File: src/rtl/slave_spi.sv
// SPI slave: oversamples sclk/ss/mosi in the clk_s domain and exchanges one
// DATA_WIDTH word per ss-low frame, MSB first, in any CPOL/CPHA mode.
module slave_spi #(
  parameter int DATA_WIDTH = 8,
  parameter int CPOL       = 0,
  parameter int CPHA       = 0
) (
  input  logic                  clk_s,
  input  logic                  rst_n,
  input  logic                  sclk,
  input  logic                  ss,
  input  logic                  mosi,
  output logic                  miso,
  input  logic [DATA_WIDTH-1:0] data_in_slave,
  output logic [DATA_WIDTH-1:0] data_out_slave,
  output logic                  finish,
  output logic                  busy,
  output logic                  frame_err
);

  localparam int              CW        = $clog2(DATA_WIDTH) + 1;
  localparam logic [CW-1:0]   FULL      = CW'(DATA_WIDTH);
  localparam logic            IDLE_LVL  = (CPOL != 0);
  localparam bit              SAMPLE_ON_RISE = ((CPOL != 0) == (CPHA != 0));

  typedef enum logic [1:0] {IDLE, LOAD, EXE, DONE} state_t;

  state_t                state_q, state_d;
  logic                  sclkMeta_q, sclkSync_q, sclkPrev_q;
  logic                  ssMeta_q, ssSync_q;
  logic                  mosiMeta_q, mosiSync_q;
  logic [DATA_WIDTH-1:0] tx_q, tx_d;
  logic [DATA_WIDTH-1:0] rx_q, rx_d;
  logic [DATA_WIDTH-1:0] dout_q, dout_d;
  logic [CW-1:0]         cnt_q, cnt_d;
  logic                  finish_q, finish_d;
  logic                  err_q, err_d;
  logic                  sclkRise, sclkFall, sampleEdge, shiftEdge;

  always_ff @(posedge clk_s or negedge rst_n) begin
    if (!rst_n) begin
      sclkMeta_q <= IDLE_LVL;
      sclkSync_q <= IDLE_LVL;
      sclkPrev_q <= IDLE_LVL;
      ssMeta_q   <= 1'b1;
      ssSync_q   <= 1'b1;
      mosiMeta_q <= 1'b0;
      mosiSync_q <= 1'b0;
    end else begin
      sclkMeta_q <= sclk;
      sclkSync_q <= sclkMeta_q;
      sclkPrev_q <= sclkSync_q;
      ssMeta_q   <= ss;
      ssSync_q   <= ssMeta_q;
      mosiMeta_q <= mosi;
      mosiSync_q <= mosiMeta_q;
    end
  end

  assign sclkRise   = sclkSync_q & ~sclkPrev_q;
  assign sclkFall   = ~sclkSync_q & sclkPrev_q;
  assign sampleEdge = SAMPLE_ON_RISE ? sclkRise : sclkFall;
  assign shiftEdge  = SAMPLE_ON_RISE ? sclkFall : sclkRise;

  always_ff @(posedge clk_s or negedge rst_n) begin
    if (!rst_n) begin
      state_q  <= IDLE;
      tx_q     <= '0;
      rx_q     <= '0;
      dout_q   <= '0;
      cnt_q    <= '0;
      finish_q <= 1'b0;
      err_q    <= 1'b0;
    end else begin
      state_q  <= state_d;
      tx_q     <= tx_d;
      rx_q     <= rx_d;
      dout_q   <= dout_d;
      cnt_q    <= cnt_d;
      finish_q <= finish_d;
      err_q    <= err_d;
    end
  end

  // The frame registers are primed as LOAD is entered so miso already shows
  // the transmit MSB for the whole LOAD cycle.
  always_comb begin
    state_d  = state_q;
    tx_d     = tx_q;
    rx_d     = rx_q;
    dout_d   = dout_q;
    cnt_d    = cnt_q;
    finish_d = 1'b0;
    err_d    = 1'b0;
    case (state_q)
      IDLE: begin
        if (!ssSync_q) begin
          state_d = LOAD;
          tx_d    = data_in_slave;
          rx_d    = '0;
          cnt_d   = '0;
        end
      end
      LOAD: state_d = EXE;
      EXE: begin
        if (cnt_q == FULL) begin
          state_d  = DONE;
          dout_d   = rx_q;
          finish_d = 1'b1;
        end else if (ssSync_q) begin
          state_d = IDLE;
          err_d   = 1'b1;
        end else if (sampleEdge) begin
          rx_d  = {rx_q[DATA_WIDTH-2:0], mosiSync_q};
          cnt_d = cnt_q + CW'(1);
        end else if (shiftEdge && cnt_q != '0) begin
          // A leading shift edge before any sample (CPHA=1) must keep the MSB.
          tx_d = {tx_q[DATA_WIDTH-2:0], 1'b0};
        end
      end
      DONE: begin
        if (ssSync_q) state_d = IDLE;
      end
      default: state_d = IDLE;
    endcase
  end

  assign miso           = (state_q != IDLE) & tx_q[DATA_WIDTH-1];
  assign busy           = (state_q != IDLE);
  assign finish         = finish_q;
  assign frame_err      = err_q;
  assign data_out_slave = dout_q;

endmodule

File: config.mk
export PLATFORM = sky130hd
export DESIGN_NAME = slave_spi
export DESIGN_NICKNAME = d
export VERILOG_FILES = /design/src/rtl/slave_spi.sv
export SDC_FILE = /design/constraint.sdc
export NUM_CORES = 1
export LEC_CHECK = 0
export ABC_AREA = 1
export CORE_ASPECT_RATIO = 1.1
export CORE_MARGIN = 10
export CORE_UTILIZATION = 57
export CTS_BUF_LIST = sky130_fd_sc_hd__clkbuf_2 sky130_fd_sc_hd__clkbuf_4 sky130_fd_sc_hd__clkbuf_8
export DETAILED_ROUTE_END_ITERATION = 6
export GPL_TIMING_DRIVEN = 0
export PLACE_DENSITY = 0.83
export SETUP_SLACK_MARGIN = 0.15
export SLEW_MARGIN = 25
export SYNTH_ARGS = -nofsm -noshare
export SYNTH_HDL_FRONTEND = slang
export SYNTH_SLANG_ARGS = --single-unit
File: constraint.sdc
create_clock -name clk_s -period 3 [get_ports clk_s]
set_clock_uncertainty 0.2 [all_clocks]
set_input_delay 0.3 -clock clk_s [delete_from_list [all_inputs] [get_ports clk_s]]
set_output_delay 0.3 -clock clk_s [all_outputs]
set_load 0.02 [all_outputs]
==> results.md <==
- Status: completed
- #FFs+latches synth: 39
- DR iter-0 viols: 80
- Number of placement rows: 21
- Synth top area cells: dfrtp_1 (52%), nand2_1 (15%), o21ai_2 (8.4%)
- Clock root cell: clkbuf_4
- DP Wirelength: around 2700 um
- Final Hold Fails: 0
- DRC viols: 0
- Worst Slack Setup Final: 773.4 ps
- Net Count, Synth: between 200 and 250
- Post-synth EDFFs: 0
- CTS sink count: 39
- Maxcap violations: 0
- R2R cell count: 8
- FFs w/ async S/R, synth: 100.0%
- RSZ-0062 raised after global routing: no
- Die height: 78.62 um
- Synth-to-layout area growth: 21.78%
- WP data required: 2500 ps
- Port buffer count: 24
- Worst hold path depth: 1
- Dpl ws: 1163 ps
- Setup TNS: 0 ps
- Hold Slack: 134.0 ps
- Clk buf depth: 2
- Post-layout min period: 2227 ps
- Worst EP arrival: 1730 ps
- Worst R2R Start: cnt_q[0]$_DFFE_PN0P_
- First-pass GRT wire length: 6327 um
- Hold Path End: ssMeta_q$_DFF_PN1_
- Synthesis warning total: 0
- Primary FF master, synth: dfrtp_1
- Post-route ant nets: 0
- Final period util: 74.22%
- Post-Syn Area per Cell: slightly above 9 um2
- WL/cell: 13.83 um
- Resized Gates After CTS: 0
- Max Fclk: 449.1 MHz
- Initial antenna violation count: 0
- Reg clk slew, reported paths: 120 ps
- Worst slew pin tran: between 400 and 500 ps
- Global-route usage over all layers: between 10% and 20%
- Core area: approximately 3000 um2
- Leak: ~1.1 nW
- Final setup violation count: 0
- Max FO, Critical Path: 5
- HP Start: ss
- Synth top area share: 52.00%
- Cells after synthesis: 196
- Vias per cell: 5.235
- Vias in the first global route: 1408
- Setup CP Type: reg2out
- Drt total wl: 3651 um
- Area leader, netlist: dfrtp_1
- Drt first pass iters: 4
- Reg-to-reg endpoint: tx_q[2]$_DFFE_PN0P_
- Worst IR Drop VDD: approximately 0.54 mV
- Num ports: 25
- Die area: 5762 um2
- Vias: 1382
- GRT Residual Overflow: 0
- Largest net degree at the start of global routing: 21
- Max-slew violations: 0
- CTS tree: yes
- Worst setup SP type: flop
- Initial Util: 58.92%
- Number of buffers created by CTS: 5
- R2r setup slk: about 1200 ps
- Synthesized area: 1780 um2
- Fraction of layout cells with a size suffix above 1: between 20% and 30%
- PD cells: 754.1 nW/um2
- Register area share after synthesis: 54.95%
- Filler cell count: 219
- Slew margin rel.: between 60% and 70%
- Hold crit path type: in2reg
- CP endpoint kind: primary output
- Final Net Count: 244
- GP Congestion: 0.7892
- Worst skew pair latency: 360 ps
- Antenna Cells: 0
- Die W: 73.29 um
- Htree depth: 2
- Synth unique cells: 24
- Fin util: between 70% and 80%
-- per-stage QoR --
step	power, mW	instances	instance area (um2)
4_1_cts	1.638	264	2168
3_5_place_dp	1.324	255	2086
3_3_place_gp	1.284	254	2063
5_1_grt	1.752	264	2168
2_1_floorplan	1.135	196	1780
6_report	1.635	264	2168
-- flip-flops by register name, indices dropped and copies added, names as in the netlist --
| name | count |
|---|---|
| sclkSync_q | 1 |
| ssMeta_q | 1 |
| data_out_slave | 8 |
| cnt_q | 4 |
| rx_q | 8 |
| tx_q | 8 |
| state_q | 2 |
| sclkPrev_q | 1 |
| ssSync_q | 1 |
| finish | 1 |
| frame_err | 1 |
| mosiSync_q | 1 |
| sclkMeta_q | 1 |
| mosiMeta_q | 1 |
-- area by class of cell --
type	count	area [um2]	area share (%)
Buffer	6	57.56	2.654
Tap cell	34	42.54	1.962
Sequential cell	39	978.4	45.12
Inverter	20	75.07	3.462
Multi-Input combinational cell	131	669.4	30.87
Clock buffer	8	72.57	3.347
Timing Repair Buffer	26	272.8	12.58
-- layer usage --
layer / vias to the layer above / GRT usage (%) / share of wire, % / wire, um
met4: 0 / 7.649 / 2.7 / 100
met5: - / 0 / 0 / 0
met1: 654 / 15.90 / 40 / 1460
met3: 12 / 5.157 / 6.6 / 242
met2: 42 / 21.34 / 51 / 1847
li1: 674 / - / - / -
-- synth_stat cells, types with 2 or more instances --
cell type and instances:
a21oi_1 2, buf_6 4, dfrtp_1 37, dfstp_2 2
ha_1 2, inv_1 18, inv_2 2, nand2_1 70
nand2_2 3, nand3_1 9, nand3_2 2, nor2_1 15
nor2_2 2, nor2_4 2, o21ai_2 17
-- timing repair --
item | CTS | global route
hold buffers | 1 | 0
endpoints found under the hold margin | 17 | 0
setup buffers | 0 | 0
-- cells by family (layout without fill, tap and decap cells) --
kind of cell	count (synthesis)	in the layout	synth area share, %
XOR/XNOR	1	1	0.4920
AND/OR/NAND/NOR	107	107	26.00
flip-flops	39	39	54.95
adder cells (fa/ha/maj)	2	2	1.405
AO/OA/AOI/OAI	21	21	9.698
buffers and inverters	26	60	7.449
-- worst max-delay path, cell delays in order (launching register included) --
cell,delay [ps]
dfrtp_1,480
nor2_1,280
inv_1,70
clkdlybuf4s50_1,540
-- cell usage in the layout, fill, tap and decap left out --
cell type / count
nand3_2: 2
a31oi_1: 1
clkbuf_8: 2
nor2_4: 2
inv_2: 2
dfstp_2: 2
nor2_1: 15
ha_1: 2
clkbuf_4: 6
nand3_1: 9
xor2_1: 1
o21ai_2: 17
buf_4: 1
buf_16: 1
or2_2: 1
nand3b_1: 1
nand4_1: 1
nor3_1: 1
dfrtp_1: 37
buf_2: 2
dlygate4sd3_1: 1
nand2_2: 3
buf_6: 4
nor2_2: 2
nand2_1: 70
a21oi_1: 2
clkdlybuf4s50_1: 23
inv_1: 18
o31ai_1: 1
-- power breakdown --
part | internal, mW | total (mW) | switching, mW
registers | 0.625 | 0.698 | 0.0737
clock network | 0.147 | 0.320 | 0.173
logic | 0.221 | 0.616 | 0.396
total | 0.992 | 1.64 | 0.643
-- worst max-delay path by stage --
stage | end | startpoint | slack (ps) | cells past startpoint
2_1_floorplan | rx_q[2]$_DFFE_PN0P_ | cnt_q[0]$_DFFE_PN0P_ | 1400 | 10
3_3_place_gp | tx_q[5]$_DFFE_PN0P_ | rst_n | 590 | 1
3_5_place_dp | tx_q[0]$_DFFE_PN0P_ | cnt_q[0]$_DFFE_PN0P_ | 1160 | 8
4_1_cts | miso | state_q[0]$_DFFE_PN0P_ | 780 | 3
5_1_grt | miso | state_q[0]$_DFFE_PN0P_ | 690 | 3
6_report | busy | state_q[0]$_DFFE_PN0P_ | 770 | 3
Note: power is estimated with default switching activity, not from simulation.
